--- config.mk ---
export PLATFORM = sky130hd
export DESIGN_NAME = async_receiver
export DESIGN_NICKNAME = d
export VERILOG_FILES = /design/src/rtl/async_receiver_pkg.sv /design/src/rtl/async_receiver_uart_baud_tick.sv /design/src/rtl/async_receiver.sv
export SDC_FILE = /design/constraint.sdc
export NUM_CORES = 1
export LEC_CHECK = 0
export CELL_PAD_IN_SITES_DETAIL_PLACEMENT = 1
export CELL_PAD_IN_SITES_GLOBAL_PLACEMENT = 2
export CORE_MARGIN = 2
export CORE_UTILIZATION = 37
export CTS_CLUSTER_DIAMETER = 60
export CTS_CLUSTER_SIZE = 40
export DETAILED_ROUTE_END_ITERATION = 7
export DONT_BUFFER_PORTS = 1
export GPL_TIMING_DRIVEN = 0
export PLACE_DENSITY_LB_ADDON = 0.1
export SYNTH_ARGS = -nofsm -noshare
export SYNTH_HDL_FRONTEND = slang
export SYNTH_HIERARCHICAL = 1
export SYNTH_SLANG_ARGS = --single-unit
--- constraint.sdc ---
create_clock -name clk -period 3.3 [get_ports clk]
set_input_delay 0.66 -clock clk [delete_from_list [all_inputs] [get_ports clk]]
set_output_delay 0.66 -clock clk [all_outputs]
set_load 0.03 [all_outputs]
--- src/rtl/async_receiver_pkg.sv ---
// rtl/async_receiver_pkg.sv - shared UART frame constants, FSM states and divider helper
package async_receiver_pkg;

  typedef enum logic [2:0] {
    ST_IDLE,
    ST_START,
    ST_DATA,
    ST_PARITY,
    ST_STOP,
    ST_WAIT_IDLE
  } rx_state_e;

  localparam int DATA_BITS = 8;

  // Rounded clock divider for one oversample tick.
  function automatic int uart_div(input int clk_freq, input int baud, input int os);
    return (clk_freq + baud * os / 2) / (baud * os);
  endfunction

  // Odd-parity bit the transmitter appends to a data byte.
  function automatic logic odd_parity(input logic [DATA_BITS-1:0] d);
    return ~^d;
  endfunction

endpackage

--- src/rtl/async_receiver_uart_baud_tick.sv ---
// rtl/async_receiver_uart_baud_tick.sv - free-running tick divider with synchronous phase restart
module uart_baud_tick #(
  parameter int DIV = 326
) (
  input  logic clk,
  input  logic rst_n,
  input  logic restart,
  output logic tick
);

  localparam int CW = (DIV > 1) ? $clog2(DIV) : 1;
  localparam logic [CW-1:0] LAST = CW'(DIV - 1);

  logic [CW-1:0] cnt_q, cnt_d;

  // A restart wins over a coincident wrap, so no tick escapes on the restart cycle.
  always_comb begin
    tick  = 1'b0;
    cnt_d = cnt_q + 1'b1;
    if (restart) begin
      cnt_d = '0;
    end else if (cnt_q == LAST) begin
      cnt_d = '0;
      tick  = 1'b1;
    end
  end

  always_ff @(posedge clk or negedge rst_n) begin
    if (!rst_n) cnt_q <= '0;
    else        cnt_q <= cnt_d;
  end

endmodule

--- src/rtl/async_receiver.sv ---
// rtl/async_receiver.sv - UART receiver: 8 data bits LSB first, odd parity, 1 stop bit
module async_receiver
  import async_receiver_pkg::*;
#(
  parameter int CLK_FREQ   = 100000000,
  parameter int BAUD       = 19200,
  parameter int OVERSAMPLE = 16
) (
  input  logic       clk,
  input  logic       rst_n,
  input  logic       RxD,
  output logic [7:0] RxD_data,
  output logic       RxD_data_ready,
  output logic       RxD_parity_err,
  output logic       RxD_frame_err,
  output logic       RxD_busy
);

  localparam int DIV = uart_div(CLK_FREQ, BAUD, OVERSAMPLE);
  localparam int SCW = $clog2(OVERSAMPLE);
  localparam logic [SCW-1:0] SC_HALF = SCW'(OVERSAMPLE / 2 - 1);
  localparam logic [SCW-1:0] SC_LAST = SCW'(OVERSAMPLE - 1);
  localparam logic [2:0]     IDX_LAST = 3'(DATA_BITS - 1);

  logic [1:0]     sync_q, sync_d;
  logic           rxs_prev_q, rxs_prev_d;
  rx_state_e      state_q, state_d;
  logic [SCW-1:0] sc_q, sc_d;
  logic [2:0]     idx_q, idx_d;
  logic [7:0]     shreg_q, shreg_d;
  logic           par_q, par_d;
  logic [7:0]     data_q, data_d;
  logic           ready_q, ready_d;
  logic           perr_q, perr_d;
  logic           ferr_q, ferr_d;
  logic           busy_q, busy_d;

  logic rxs, fall, restart, tick, mid_bit;

  assign rxs     = sync_q[1];
  assign fall    = rxs_prev_q & ~rxs;
  assign restart = (state_q == ST_IDLE) && fall;
  assign mid_bit = tick && (sc_q == SC_LAST);

  uart_baud_tick #(.DIV(DIV)) u_tick (
    .clk     (clk),
    .rst_n   (rst_n),
    .restart (restart),
    .tick    (tick)
  );

  always_comb begin
    sync_d     = {sync_q[0], RxD};
    rxs_prev_d = rxs;
    state_d    = state_q;
    sc_d       = sc_q;
    idx_d      = idx_q;
    shreg_d    = shreg_q;
    par_d      = par_q;
    data_d     = data_q;
    ready_d    = 1'b0;
    perr_d     = perr_q;
    ferr_d     = ferr_q;

    // After the start check, sc counts a full bit so every sample lands mid-bit.
    if (tick && (state_q == ST_DATA || state_q == ST_PARITY || state_q == ST_STOP)) begin
      sc_d = mid_bit ? '0 : sc_q + 1'b1;
    end

    case (state_q)
      ST_IDLE: begin
        if (fall) begin
          sc_d    = '0;
          state_d = ST_START;
        end
      end
      ST_START: begin
        if (tick) begin
          if (sc_q == SC_HALF) begin
            if (rxs) begin
              state_d = ST_IDLE;
            end else begin
              sc_d    = '0;
              idx_d   = '0;
              state_d = ST_DATA;
            end
          end else begin
            sc_d = sc_q + 1'b1;
          end
        end
      end
      ST_DATA: begin
        if (mid_bit) begin
          shreg_d[idx_q] = rxs;
          if (idx_q == IDX_LAST) state_d = ST_PARITY;
          else                   idx_d   = idx_q + 1'b1;
        end
      end
      ST_PARITY: begin
        if (mid_bit) begin
          par_d   = rxs;
          state_d = ST_STOP;
        end
      end
      ST_STOP: begin
        if (mid_bit) begin
          data_d  = shreg_q;
          perr_d  = par_q ^ odd_parity(shreg_q);
          ferr_d  = ~rxs;
          ready_d = 1'b1;
          state_d = rxs ? ST_IDLE : ST_WAIT_IDLE;
        end
      end
      ST_WAIT_IDLE: begin
        if (rxs) state_d = ST_IDLE;
      end
      default: state_d = ST_IDLE;
    endcase

    busy_d = (state_d != ST_IDLE);
  end

  always_ff @(posedge clk or negedge rst_n) begin
    if (!rst_n) begin
      sync_q     <= 2'b11;
      rxs_prev_q <= 1'b1;
      state_q    <= ST_IDLE;
      sc_q       <= '0;
      idx_q      <= '0;
      shreg_q    <= '0;
      par_q      <= 1'b0;
      data_q     <= '0;
      ready_q    <= 1'b0;
      perr_q     <= 1'b0;
      ferr_q     <= 1'b0;
      busy_q     <= 1'b0;
    end else begin
      sync_q     <= sync_d;
      rxs_prev_q <= rxs_prev_d;
      state_q    <= state_d;
      sc_q       <= sc_d;
      idx_q      <= idx_d;
      shreg_q    <= shreg_d;
      par_q      <= par_d;
      data_q     <= data_d;
      ready_q    <= ready_d;
      perr_q     <= perr_d;
      ferr_q     <= ferr_d;
      busy_q     <= busy_d;
    end
  end

  assign RxD_data       = data_q;
  assign RxD_data_ready = ready_q;
  assign RxD_parity_err = perr_q;
  assign RxD_frame_err  = ferr_q;
  assign RxD_busy       = busy_q;

endmodule

==> flow_summary.yaml, run 1 <==
status:
  run_status: "finished, final reports clean"
clocking:
  postCtsSetupBuffers: 0
  cts.repair.resized: 0
  ctsHtreeMaxLevel: 2
  clk_pin_slew_ns: 0.08
  cts_buffers: 5
  cts_root_buffer: "clkbuf_8"
  holdBufCountCts: 0
  cts.sinks: 43
  clkLatencyLatePin_ns: 0.29
  clockBufferDepth: 2
  cts_tree: "done"
synth:
  ys_top_cells_by_area: "dfrtp_1, mux2_2, dfstp_2"
  ys_seq_area_frac: 0.512
  yosys_warnings: 6
  ys_ff_latch: 43
  synth_cells: 189
  synth_top_cell_by_area: "dfrtp_1"
  yosysUniqueCellTypes: 42
  postSynthAreaPerCell_um2: 11.2
  syn_area_um2: 2110
  netlist.area_leader.share: 0.474
  synth_fp_nets: 198
placed_design:
  place_area_um2: 2200
  dp_hpwl_mm: 3.13
  io_buffers: 0
  finalWeightedCongestion: 0.768
  place_ws_ns: 0.498
critical_path:
  cp_data_arrival_time_ns: 2.90
  rr_endpoint: "RxD_data[0]"
  worstPathRequired_ns: 3.47
  end_kind: "register"
  ff2ff_path_depth: 9
  startpoint: "sync_q[1]"
  path_class: "reg2reg"
  r2r_start: "sync_q[1]"
  crit_fanout: 10
  r2r_slack_ns: 0.57
  cp-start-kind: "register"
cells_and_area:
  area_growth_syn_to_layout_pct: 9.84
  layout.nets: 205
  fillers: 609
  finalInstanceArea_um2: 2320
  diodes: 0
  fin_util: 0.421
  drive_gt1_frac: 0.208
power:
  power_density_nw_per_um2: 510
  ir_worst_vdd_uv: 228
  p_leak_nw: 1.08
die:
  core_um2: 5510
  die_area_um2: 6330
  pin_count: 15
  die_w_um: 79.5
  die_h_um: 79.5
  rows: 27
  start_util: 0.383
routing:
  drtIter0Drc: 88
  avgViaCountPerCell: 5.46
  drtPass1Iterations: 4
  finalWirelength_mm: 4.26
  drc: 0
  wl_per_cell_um: 15.8
  routed-via-count: 1470
  ant_nets: 0
timing:
  finalSetupViolations: 0
  finalCritPeriodShare: 0.827
  slew_viol_final: 0
  finalClockSkew_ns: 0.00689
  tns_ns: 0
  rsz0062_at_grt: "false"
  hold_viol: 0
  slew_headroom: 0.616
  tightest_slew_ns: 0.571
  max_freq_mhz: 366
  final.min_clock_period_ns: 2.73
  holdWs_ns: 0.0573
  fin_ws_ns: 0.570
global_route:
  grt_max_degree: 44
  grt_pass1_wl_mm: 7.64
  antenna_found_initial: 0
  grt_overflow: 0
  grt_pass1_vias: 1559
  gr-usage-all-layers: 0.155
flow_run:
  drv_cap: 0
hold_path:
  hold_path_class: "in2async"
-- cell families (layout without fill, tap and decap cells) --
logic type / count (synthesis) / count (layout) / share of synthesized area
adders and majority gates: 6 / 6 / 0.0356
muxes: 19 / 19 / 0.101
xor gates and xnor gates: 11 / 11 / 0.0456
buffers and inverters: 14 / 22 / 0.0338
and+or+nand+nor: 63 / 63 / 0.174
DFF: 43 / 43 / 0.512
AOI/OAI and AO/OA: 33 / 33 / 0.0978
-- how the worst max path moves through the flow --
stage                              to  slack (ns)  cells after the start
after floorplan           RxD_data[0]        1.07                      9
after global placement    RxD_data[0]        0.52                      9
after detailed placement  RxD_data[0]        0.50                      9
after CTS                 RxD_data[0]        0.49                      9
after global routing      RxD_data[7]        0.30                      9
final                     RxD_data[0]        0.57                      9
-- worst max-delay path: stages (launching register included) --
cell	delay [ns]
dfstp_2	0.42
clkbuf_1	0.23
nor4_1	0.58
nor2_1	0.10
buf_4	0.18
and4_1	0.19
buf_4	0.16
nand2_2	0.14
buf_2	0.25
mux2_2	0.37
-- metrics by stage --
stage | cells | power (mW)
4_1_cts | 269 | 1.21
2_1_floorplan | 189 | 0.734
6_report | 269 | 1.18
3_3_place_gp | 261 | 0.766
3_5_place_dp | 261 | 0.775
5_1_grt | 269 | 1.26
-- layer usage --
layer / vias up / routed length (µm) / GRT usage
li1: 703 / - / -
met1: 746 / 1990 / 0.203
met2: 17 / 2120 / 0.257
met3: 4 / 118 / 0.0396
met4: 0 / 31 / 0.0362
met5: - / 0 / 0
-- synthesized netlist by cell type --
master,instances
o211ai_1,1
xor2_1,4
a22o_1,3
and2b_1,1
or3_1,5
nor3_1,1
a21oi_2,1
nand2_2,1
and2_1,1
clkbuf_1,1
nand4_1,9
ha_1,6
dfstp_2,3
buf_2,3
nand3b_1,1
nor2b_1,1
inv_1,6
nor2_1,10
and2b_4,1
or4_4,1
mux2_1,5
nand2_1,8
and3b_1,1
buf_4,4
a21oi_1,7
o21ai_0,14
nand3_2,1
mux2_2,14
nor4_1,1
a41oi_1,1
and4_1,1
a41o_2,1
a2111oi_2,1
dfrtp_1,40
o21ai_1,1
a31oi_1,3
xnor2_1,7
nor4b_1,1
nand2b_4,1
nand3_1,15
nand4b_1,1
nor3b_2,1
-- flip-flops by register name, summed over array words and instances, names as in the netlist, 2 cells and up --
| register | cells |
|---|---|
| sc_q | 4 |
| RxD_data | 8 |
| sync_q | 2 |
| u_tick/cnt_q | 9 |
| state_q | 3 |
| idx_q | 3 |
| shreg_q | 8 |
-- power breakdown --
part           internal (mW)  total (mW)  leakage, nW  switching, mW
clock                  0.245       0.419       0.0612          0.174
sequential             0.574       0.632        0.572         0.0580
combinational         0.0591       0.131        0.446         0.0721
-- layout by cell type (no fill, tap or decap), drive strengths merged, types with 7 or more instances in the layout --
cell,n
xnor2,7
clkbuf,7
nor2,10
a21oi,8
mux2,19
dfrtp,40
nand2,9
nand3,16
buf,7
nand4,9
o21ai,15
-- cell type report --
cell class              instances  area (µm²)  share of cell area
flip-flops and latches         43        1080               0.466
multi-input cells             132         960               0.414
well taps                      72        90.1              0.0389
clock buffers                   6        82.6              0.0356
plain buffers                   8        48.8              0.0210
clock inverters                 2        35.0              0.0151
inverters                       6        22.5             0.00971
Note: power is estimated with default switching activity, not from simulation.
==> run 2, diff against run 1 <==
clock period = 2.53 ns   (was 3.3 ns; I/O delays follow)
==> flow_summary.yaml, run 2 (same netlist as run 1, synthesis figures left out) <==
die:
  start_util: 0.383
  die_area_um2: 6330
  pin_count: 15
  die_w_um: 79.5
  die_h_um: 79.5
  rows: 27
  core_um2: 5510
timing:
  finalCritPeriodShare: 0.949
  finalSetupViolations: 0
  max_freq_mhz: 416
  fin_ws_ns: 0.128
  finalClockSkew_ns: 0.00794
  hold_viol: 0
  tightest_slew_ns: 0.391
  tns_ns: 0
  slew_headroom: 0.738
  holdWs_ns: 0.0497
  final.min_clock_period_ns: 2.40
  slew_viol_final: 0
critical_path:
  startpoint: "state_q[0]"
  cp_data_arrival_time_ns: 2.58
  end_kind: "register"
  crit_chain: "buf_4 -> nand2b_4 -> nor4_4 -> nor2_1 -> buf_4 -> and4_1 -> buf_4 -> nand2_2 -> buf_4 -> mux2_2"
  worstPathRequired_ns: 2.70
  cp-start-kind: "register"
  critPathMaxStageDelay_ns: 0.37
  path_class: "reg2reg"
  r2r_start: "state_q[0]"
  cp_common_cell: "buf_4"
  crit_fanout: 10
  slowest_stage: "dfrtp_1"
clocking:
  ctsHtreeMaxLevel: 2
  clkLatencyLatePin_ns: 0.29
  cts_tree: "done"
  clockBufferDepth: 2
  clk_pin_slew_ns: 0.08
  cts_buffers: 5
  cts.sinks: 43
  cts_root_buffer: "clkbuf_8"
cells_and_area:
  stdcell_count: 275
  largest_register: "u_tick/cnt_q"
  layout.nets: 211
  largest_reg_flops: 9
  final_common_cell: "dfrtp_1"
  layout_common_cells: "dfrtp_1, nand3_1, o21ai_0, mux2_2, buf_4"
  finalInstanceArea_um2: 2420
  fin_util: 0.440
  drive_gt1_frac: 0.256
  area_growth_syn_to_layout_pct: 14.8
  diodes: 0
global_route:
  grt_pass1_vias: 1554
  grt_overflow: 0
  grt_max_degree: 41
  grt_pass1_wl_mm: 7.80
  gr-usage-all-layers: 0.160
  antenna_found_initial: 0
placed_design:
  dp_hpwl_mm: 3.13
  finalWeightedCongestion: 0.768
  place_ws_ns: -0.272
  io_buffers: 0
  placedCellCount: 261
  place_area_um2: 2200
routing:
  drtPass1Iterations: 4
  finalWirelength_mm: 4.42
  drtIter0Drc: 123
  wl_per_cell_um: 16.1
  ant_nets: 0
  routed-via-count: 1505
  avgViaCountPerCell: 5.47
  drc: 0
power:
  p_total_mw: 1.61
  ir_worst_vdd_uv: 349
  p_leak_nw: 1.12
  power_density_nw_per_um2: 662
flow_run:
  drv_cap: 0
status:
  run_status: "finished, final reports clean"
hold_path:
  hold_path_class: "in2async"
[run 2: per-layer routing]
metal / global-route usage / vias up / wire length, µm
met5: 0 / - / 0
met4: 0.0362 / 0 / 17
met3: 0.0396 / 2 / 140
met2: 0.263 / 25 / 2270
met1: 0.211 / 764 / 2000
li1: - / 714 / -
[run 2: cell type report]
class | instances | area (µm²)
buffer | 8 | 55.1
timing repair buffer | 6 | 57.6
clock inverter | 2 | 35.0
fill | 608 | 3080
clock buffer | 6 | 82.6
inverter | 6 | 22.5
multi-input combinational | 132 | 1000
tap | 72 | 90.1
sequential | 43 | 1080
[run 2: worst paths after layout]
| path | slack [ns] | cells past startpoint | endpoint |
|---|---|---|---|
| min in group clk | 0.20 | 0 | sync_q[0] |
| max reg2reg | 0.13 | 10 | RxD_data[0] |
| min reg2reg | 0.36 | 0 | sync_q[1] |
| max | 0.13 | 10 | RxD_data[0] |
| max in group asynchronous | 2.28 | 1 | u_tick/cnt_q[3] |
| min | 0.05 | 0 | sync_q[0] |
[run 2: timing repair]
item | CTS | global route
setup endpoints to repair | 19 | 17
setup buffers | 0 | 5
hold endpoints to repair | 40 | 0
gates resized for setup | 4 | 9
pin swaps | 0 | 2
hold buffers | 1 | 0
[run 2: where the power goes]
group	switching, mW	leakage [nW]	internal, mW
combinational	0.117	0.493	0.114
sequential	0.0783	0.571	0.750
clock	0.226	0.0612	0.319
total	0.422	1.12	1.18
[run 2: worst max-delay path, delay by kind of cell (launching register included)]
family / cells / cell delay [ns]
buffers and inverters: 4 / 0.70
flip-flops: 1 / 0.37
multiplexers: 1 / 0.35
AND/OR/NAND/NOR: 5 / 0.87
